--- src/rtl/bfly_addsub_mod.sv ---
`default_nettype none
// ============================================================================
// Module   : bfly_addsub_mod
// Brief    : NTT butterfly add/sub stage (Kyber 2x12b / Dilithium 1x23b) with
//            operand delay line and per-layer beat counter.
//            Optional macro INTT_HALF_EN adds half_en and 2^-1 mod q scaling.
// Revision : 1.0 - initial release
// ============================================================================
module bfly_addsub_mod #(
  parameter int MUL_LAT = 4,
  parameter int N_COEF  = 256
) (
  input  logic        clk,
  input  logic        rst,
  input  logic        clr,
  input  logic        in_valid,
  input  logic        mode,
`ifdef INTT_HALF_EN
  input  logic        half_en,
`endif
  input  logic [23:0] u_in,
  input  logic [23:0] prod_in,
  output logic [23:0] x_out,
  output logic [23:0] y_out,
  output logic        out_valid,
  output logic        stage_done
);

  localparam int               CNT_W     = $clog2(N_COEF / 2);
  localparam logic [CNT_W-1:0] C_LIM_KYB = CNT_W'(N_COEF / 4 - 1);
  localparam logic [CNT_W-1:0] C_LIM_DIL = CNT_W'(N_COEF / 2 - 1);
  localparam logic [23:0]      C_Q_KYB   = 24'd3329;
  localparam logic [23:0]      C_Q_DIL   = 24'd8380417;

  function automatic logic [23:0] f_add(input logic [23:0] a, input logic [23:0] b,
                                        input logic [23:0] q);
    logic [24:0] s;
    s = {1'b0, a} + {1'b0, b};
    if (s >= {1'b0, q}) s = s - {1'b0, q};
    return s[23:0];
  endfunction

  // a < q < 2^23, so a + q - b never overflows 24 bits
  function automatic logic [23:0] f_sub(input logic [23:0] a, input logic [23:0] b,
                                        input logic [23:0] q);
    if (a >= b) return a - b;
    return a + q - b;
  endfunction

`ifdef INTT_HALF_EN
  function automatic logic [23:0] f_half(input logic [23:0] r, input logic [23:0] q);
    logic [24:0] t;
    t = r[0] ? ({1'b0, r} + {1'b0, q}) : {1'b0, r};
    return t[24:1];
  endfunction
`endif

  logic              r_dl_valid [MUL_LAT];
  logic              r_dl_mode  [MUL_LAT];
  logic [23:0]       r_dl_u     [MUL_LAT];
`ifdef INTT_HALF_EN
  logic              r_dl_half  [MUL_LAT];
`endif
  logic [CNT_W-1:0]  r_cnt;
  logic [23:0]       r_x;
  logic [23:0]       r_y;
  logic              r_out_valid;
  logic              r_stage_done;

  logic              w_valid;
  logic              w_mode;
  logic              w_half;
  logic [23:0]       w_u;
  logic [23:0]       w_x;
  logic [23:0]       w_y;
  logic [CNT_W-1:0]  w_lim;

  assign w_valid = r_dl_valid[MUL_LAT-1];
  assign w_mode  = r_dl_mode[MUL_LAT-1];
  assign w_u     = r_dl_u[MUL_LAT-1];
`ifdef INTT_HALF_EN
  assign w_half  = r_dl_half[MUL_LAT-1];
`else
  assign w_half  = 1'b0;
`endif
  assign w_lim   = w_mode ? C_LIM_DIL : C_LIM_KYB;

  // Operand delay line: aligns u (and its per-beat controls) with prod_in
  always_ff @(posedge clk or negedge rst) begin
    if (!rst) begin
      for (int k = 0; k < MUL_LAT; k++) begin
        r_dl_valid[k] <= 1'b0;
        r_dl_mode[k]  <= 1'b0;
        r_dl_u[k]     <= '0;
`ifdef INTT_HALF_EN
        r_dl_half[k]  <= 1'b0;
`endif
      end
    end else begin
      for (int k = MUL_LAT - 1; k > 0; k--) begin
        r_dl_valid[k] <= r_dl_valid[k-1] & ~clr;
        r_dl_mode[k]  <= r_dl_mode[k-1];
        r_dl_u[k]     <= r_dl_u[k-1];
`ifdef INTT_HALF_EN
        r_dl_half[k]  <= r_dl_half[k-1];
`endif
      end
      r_dl_valid[0] <= in_valid & ~clr;
      r_dl_mode[0]  <= mode;
      r_dl_u[0]     <= u_in;
`ifdef INTT_HALF_EN
      r_dl_half[0]  <= half_en;
`endif
    end
  end

  always_comb begin
    logic [23:0] a, b, s, d;
    w_x = '0;
    w_y = '0;
    a   = '0;
    b   = '0;
    s   = '0;
    d   = '0;
    if (w_mode) begin
      a = {1'b0, w_u[22:0]};
      b = {1'b0, prod_in[22:0]};
      s = f_add(a, b, C_Q_DIL);
      d = f_sub(a, b, C_Q_DIL);
`ifdef INTT_HALF_EN
      if (w_half) begin
        s = f_half(s, C_Q_DIL);
        d = f_half(d, C_Q_DIL);
      end
`endif
      w_x = {1'b0, s[22:0]};
      w_y = {1'b0, d[22:0]};
    end else begin
      for (int l = 0; l < 2; l++) begin
        a = {12'b0, w_u[12*l +: 12]};
        b = {12'b0, prod_in[12*l +: 12]};
        s = f_add(a, b, C_Q_KYB);
        d = f_sub(a, b, C_Q_KYB);
`ifdef INTT_HALF_EN
        if (w_half) begin
          s = f_half(s, C_Q_KYB);
          d = f_half(d, C_Q_KYB);
        end
`endif
        w_x[12*l +: 12] = s[11:0];
        w_y[12*l +: 12] = d[11:0];
      end
    end
  end

  // A clr also drops the beat that would have landed on this edge
  always_ff @(posedge clk or negedge rst) begin
    if (!rst) begin
      r_x          <= '0;
      r_y          <= '0;
      r_out_valid  <= 1'b0;
      r_stage_done <= 1'b0;
      r_cnt        <= '0;
    end else begin
      r_out_valid  <= w_valid & ~clr;
      r_stage_done <= 1'b0;
      if (clr) begin
        r_cnt <= '0;
      end else if (w_valid) begin
        r_x <= w_x;
        r_y <= w_y;
        if (r_cnt == w_lim) begin
          r_cnt        <= '0;
          r_stage_done <= 1'b1;
        end else begin
          r_cnt <= r_cnt + 1'b1;
        end
      end
    end
  end

  assign x_out      = r_x;
  assign y_out      = r_y;
  assign out_valid  = r_out_valid;
  assign stage_done = r_stage_done;

  logic w_unused;
  assign w_unused = w_half;

endmodule
`default_nettype wire

--- config.mk ---
export PLATFORM = sky130hd
export DESIGN_NAME = bfly_addsub_mod
export DESIGN_NICKNAME = d
export VERILOG_FILES = /design/src/rtl/bfly_addsub_mod.sv
export SDC_FILE = /design/constraint.sdc
export NUM_CORES = 1
export LEC_CHECK = 0
export CAP_MARGIN = 20
export CORE_UTILIZATION = 35
export DETAILED_ROUTE_END_ITERATION = 10
export GPL_TIMING_DRIVEN = 0
export PLACE_DENSITY_LB_ADDON = 0.1
export SLEW_MARGIN = 20
export SYNTH_ARGS = -nofsm -noshare
export SYNTH_HDL_FRONTEND = slang
export SYNTH_SLANG_ARGS = --single-unit
export TNS_END_PERCENT = 10
--- constraint.sdc ---
create_clock -name clk -period 10.6 [get_ports clk]
set_input_delay 3.18 -clock clk [delete_from_list [all_inputs] [get_ports clk]]
set_output_delay 3.18 -clock clk [all_outputs]
set_load 0.01 [all_outputs]
# After elaboration in Yosys (flattened, before gate mapping)
# Cells that the tools add are included.
[word_totals]
input_bits = 53
register_bits = 161
wordCells = 72
n_memories = 0
latchBits = 0
rom_bits = 0
mem_bits_rw = 0
output_inout_bits = 50
[op_classes]
div = 0
bitwise = 6
mul = 0
reduce_logical = 2
n_eq_ne = 1
mux = 24
magnitude_cmp = 6
add_sub_neg = 16
shifts = 0
[op_table]
columns = ["op", "n"]
rows = [
  ["$mux 12", 6],
  ["$mux 23", 3],
  ["$mux 24", 2],
  ["$sub 12x12->12", 4],
  ["$sub 23x23->23", 2],
  ["$mux 7", 4],
  ["$add 12x12->13", 2],
  ["$ge 13x12->1 const B", 2],
  ["$add 12x12->12 const B", 2],
  ["$add 23x23->24", 1],
  ["$ge 12x12->1", 2],
  ["$ge 24x23->1 const B", 1],
  ["$sub 12x12->12 const B", 2],
  ["$add 23x23->23 const B", 1],
  ["$ge 23x23->1", 1],
  ["$sub 23x23->23 const B", 1],
  ["$mux 1", 9],
  ["$add 7x1->7 const B", 1],
  ["$eq 7x7->1", 1],
  ["$and 1x1->1", 5],
  ["$reduce_and 2->1", 1],
  ["$reduce_bool 2->1", 1],
  ["$not 1->1", 1],
]

# Longest topological paths before layout
# Gate-level depths: netlist (run 1).
[depth]
word_depth = 5
mapped_depth = 18
mapped_depth_nobuf = 17

# Worst setup path before layout (run 1)
# OpenSTA, ideal clock, no wires.
[synth_timing]
kind = "input to register"
startpoint = "input prod_in[13]"
endpoint = "register r_x[12], in the netlist x_out[12]"
t_arrival_ps = 6338
setup_slack_ps = 4136
stages = 12
path_cell_list = "inv_1 -> ha_1 -> or4_1 -> or3_4 -> or3_4 -> o41a_1 -> nand2_2 -> nand3b_4 -> or3_1 -> o311ai_1 -> mux2i_1 -> nand3_1"
[synth_via]
elab_chain_cells = 4
word_cells_on_any_way = 7
classes_between = "add/sub: 2; order compare: 2; mux: 3"
[synth_rtl]
columns = ["element", "line", "source"]
rows = [
  ["from (decl)", "22", "input logic [23:0] prod_in,"],
  ["$add 23x23->24 or $add 12x12->13 (tied branches)", "38", "s = {1'b0, a} + {1'b0, b};"],
  ["$ge 24x23->1 or $ge 13x12->1 (tied branches)", "39", "if (s >= {1'b0, q}) s = s - {1'b0, q};"],
  ["$mux 23 or $mux 12 (tied branches)", "39", ""],
  ["$mux 24 (*)", "125", "if (w_mode) begin"],
  ["to (signal assigned)", "170", "r_x <= w_x;"],
  ["to (decl)", "65", "logic [23:0] r_x;"],
]
# Mark *: on every way between the ends. The rest lies on a longest branch, timed or not.
# A chain may end at the register's enable or synchronous reset.

# Worst setup path in the final report (run 1)
[layout_timing]
startpoint = "input prod_in[17]"
endpoint = "register r_y[11], in the netlist y_out[11]"
[layout_via]
elab_chain_cells = 5
[layout_rtl]
columns = ["element", "line", "source"]
rows = [
  ["$ge 23x23->1", "46", "if (a >= b) return a - b;"],
  ["$mux 1", "46", ""],
  ["$mux 1", "125", ""],
  ["$mux 23", "47", "return a + q - b;"],
  ["$mux 24", "125", ""],
  ["to (signal assigned)", "171", "r_y <= w_y;"],
  ["to (decl)", "66", "logic [23:0] r_y;"],
]
# Every way passes these cells. The select of a mux whose other input is x is not followed.

==> key figures, run 1 <==
Yosys
  • XOR/XNOR Fraction of Synth Area: 7.61%
  • Main combinational cell family by area after synthesis: compound AO/OA/AOI/OAI gates
  • Seq/Total Area, Yosys: 34.3%
  • Synth area leaders: dfrtp_1, ha_1, xnor2_1
  • Post-synth EDFFs: 0
  • Synth Area in Simple Gates: 17.3%
  • Top FF cell, synth: dfrtp_1
  • Yosys top cell area share: 34.3%
  • Synth area leader: dfrtp_1
  • Syn Area/Cell: 9.04 sq um
  • Post-synthesis mux area share: 1.21%
  • Net Count, Synth: 1478
  • Number of synthesized register bits: 161
  • Post-synthesis compound-gate area fraction: 18.9%
  • Yosys cell types: 97
  • Synthesized cell area: 0.0117 sq mm
  • Count leader, synth: dfrtp_1
  • Ys async rst share: 100%
  • Post-synth top cells: dfrtp_1, inv_1, nand2_1, ha_1, nor2_1
  • Synth Area in Adders: 15.0%
  • Syn Inst Count: 1299
  • Syn. warnings: 0

Timing
  • Post-Route Skew: 0.0181 ns
  • RSZ-0062 raised after global routing: false
  • Part of the cycle the worst path needs: 74.7%
  • Fmax: 126 MHz
  • Minimum clock period: 7.92 ns
  • Final Hold Fails: 0
  • Final setup fails: 0
  • Worst slew margin: 22.4%
  • Fin Hold WS: 0.339 ns
  • Worst-margin pin slew: 1.16 ns
  • Final TNS setup: 0 ns
  • Slew Viols, Final: 0

Cells and area
  • Final Non-Filler Cells: 1876
  • Fillers: 3320
  • Util after Layout: 42.5%
  • N_diodes: 0
  • FF/Latch Area: 0.00403 sq mm
  • Layout area overhead: 18.6%
  • Area of the multi-input gates: 0.00706 sq mm
  • Layout cells sized above 1: 5.44%
  • Final net count: 1600

Die
  • # IOs: 103
  • Die H: 185 um
  • Core ar.: 0.0328 sq mm
  • Initial Util: 35.8%
  • Die width: 185 um
  • Die area: 0.0343 sq mm
  • Cell Rows: 66

Power and ir drop
  • Leakage: 6.00 nW
  • Worst vdd ir: 0.000121 V
  • Pwr per Cell Area: 151 mW/mm^2

Global route
  • Total grt overflow: 0
  • GRT Total Usage: 22.3%
  • Initial antenna violation count: 0
  • Vias in the first global route: 9892
  • Wire length of the first global-routing pass: 56800 um
  • Largest net degree at the start of global routing: 86

Clocking
  • CTS clock-pin slew for the worst setup and hold paths: 0.07 ns
  • CTS tree: built
  • Post-CTS Setup Bufs: 0
  • CTS root buf: clkbuf_16
  • CTS Buffer Depth: 2
  • # H-tree levels: 4
  • Clock sink total: 161
  • Post-CTS sizing: 0
  • Clk Latency, worst-skew pair: 0.47 ns
  • CTS Hold Buffers Added: 0
  • CTS Buf Count: 17

Status
  • Status: finished, final reports clean

Routing
  • Antenna viol nets, final: 0
  • Via count of the routed design: 9861
  • Initial drt markers: 616
  • WL final: 36000 um
  • DR vias/cell: 5.26
  • Drt pass-1 iters: 6
  • Wire per inst: 19.2 um
  • DRC viols: 0

Placed design
  • Placed wire-length estimate: 28200 um
  • RePlAce Congestion: 0.912
  • I/O Buffers: 102
  • Placed cells: 1844

Critical path
  • Cells on worst reg2reg path: 12
  • Crit Path Class: in2reg
  • Critical path launch point type: input pin
  • Req. time, crit path: 10.98 ns
  • Data arrival, critical path: 8.30 ns
  • CP Capture Type: flop
  • Worst-path maximum fanout: 10

Min path
  • Hold path cells: 0
  • Hold crit path type: reg2reg

Job
  • Max cap viols: 0
## report_power, final
| group | switching (mW) | internal [mW] |
|---|---|---|
| Clock | 0.286 | 0.331 |
| Sequential | 0.0421 | 0.683 |
| Combinational | 0.426 | 0.328 |
## registers in the layout, indices dropped and copies added, names as in the netlist
name	count
r_dl_u	72
w_u	24
x_out	24
y_out	24
r_cnt	7
r_dl_mode	3
r_dl_valid	3
out_valid	1
stage_done	1
w_mode	1
w_valid	1
## cell families (layout without fill, tap and decap cells)
| logic type | Yosys count | after routing |
|---|---|---|
| and+or+nand+nor | 399 | 399 |
| AOI/OAI and AO/OA | 328 | 328 |
| buffers and inverters | 169 | 304 |
| DFF | 161 | 161 |
| adders and majority gates | 126 | 126 |
| xor gates and xnor gates | 102 | 102 |
| muxes | 14 | 14 |
## per-stage QoR
step	setup WS (ns)	power, mW	area, sq um
global route	2.43	2.23	13900
global placement	-0.594	1.49	13300
detailed placement	2.31	1.49	13300
floorplan	4.14	1.20	11700
CTS	2.79	2.13	13900
finish	2.68	2.10	13900
## layer usage
metal | track usage (%) | share of wire, %
met1 | 29.2 | 46
met2 | 37.1 | 48
met4 | 7.70 | 2.2
met5 | 0 | 0
met3 | 3.42 | 4.3
## cell usage in the layout, fill, tap and decap left out, drive strengths merged, types with 12 or more instances in the layout
cell / n
dfrtp: 161
inv: 130
a31oi: 23
o31ai: 12
a21oi: 61
xor2: 23
buf: 19
ha: 101
nor2: 101
a211oi: 15
nand4: 17
o211ai: 15
nor3: 30
nand2b: 14
fa: 25
o21bai: 17
nand3: 19
mux2i: 12
xnor2: 79
nor2b: 20
or3: 17
clkbuf: 45
nand2: 118
o21ai: 97
clkdlybuf4s50: 101
## final timing paths
kind                              from          to  slack (ns)
setup / recovery           prod_in[17]   y_out[11]        2.68
hold / removal              r_dl_u[44]     w_u[20]        0.34
setup reg to reg               w_u[17]   y_out[11]        5.64
hold reg to reg             r_dl_u[44]     w_u[20]        0.34
max in group asynchronous          rst  r_dl_u[74]        7.10
min in group asynchronous          rst   y_out[22]        2.66
## worst max-delay path, cell delays in order
cell,delay (ns)
clkdlybuf4s50_1,0.58
inv_1,0.07
ha_1,0.36
clkbuf_1,0.42
clkbuf_1,0.45
nand3_1,0.17
nor4_1,0.55
a211oi_1,0.25
and4_1,0.23
o21ai_1,0.90
nand2_1,0.51
o221ai_1,0.34
a21oi_1,0.13
o21ai_0,0.16
## cell type report
cell class                      count  area share, %
Multi-Input combinational cell    969           50.7
Sequential cell                   161           28.9
Timing Repair Buffer              103           7.57
Tap cell                          442           3.97
Inverter                          125           3.37
Clock buffer                       18           3.08
Buffer                             44           1.33
Clock inverter                     14           1.03
Power figures use the tool's default switching activity.
==> run 2, diff against run 1 <==
==> constraint.sdc (replaced) <==
create_clock -name clk -period 7.59 [get_ports clk]
set_input_delay 2.277 -clock clk [delete_from_list [all_inputs] [get_ports clk]]
set_output_delay 2.277 -clock clk [all_outputs]
set_load 0.01 [all_outputs]
==> results of run 2 <==
Same layout as run 1 (identical final DEF). Status: finished, final reports clean.
Main changes from that run: setup slack after placement 2.31 ns -> 0.208 ns; setup slack after layout 2.68 ns -> 0.572 ns; register-to-register setup slack 5.64 ns -> 2.63 ns; total power 2.10 mW -> 2.93 mW; worst IR drop on VDD 0.000121 V -> 0.000169 V
==> run 3, diff against run 2 <==
--- a/config.mk
+++ b/config.mk
@@ -10,7 +10,6 @@
 export DETAILED_ROUTE_END_ITERATION = 10
 export GPL_TIMING_DRIVEN = 0
 export PLACE_DENSITY_LB_ADDON = 0.1
-export SLEW_MARGIN = 20
 export SYNTH_ARGS = -nofsm -noshare
 export SYNTH_HDL_FRONTEND = slang
 export SYNTH_SLANG_ARGS = --single-unit
==> results of run 3 <==
Same layout as run 1 (identical final DEF). Status: finished, final reports clean.
Main changes from that run: setup slack after placement 2.31 ns -> 0.208 ns; setup slack after layout 2.68 ns -> 0.572 ns; register-to-register setup slack 5.64 ns -> 2.63 ns; total power 2.10 mW -> 2.93 mW; worst IR drop on VDD 0.000121 V -> 0.000169 V
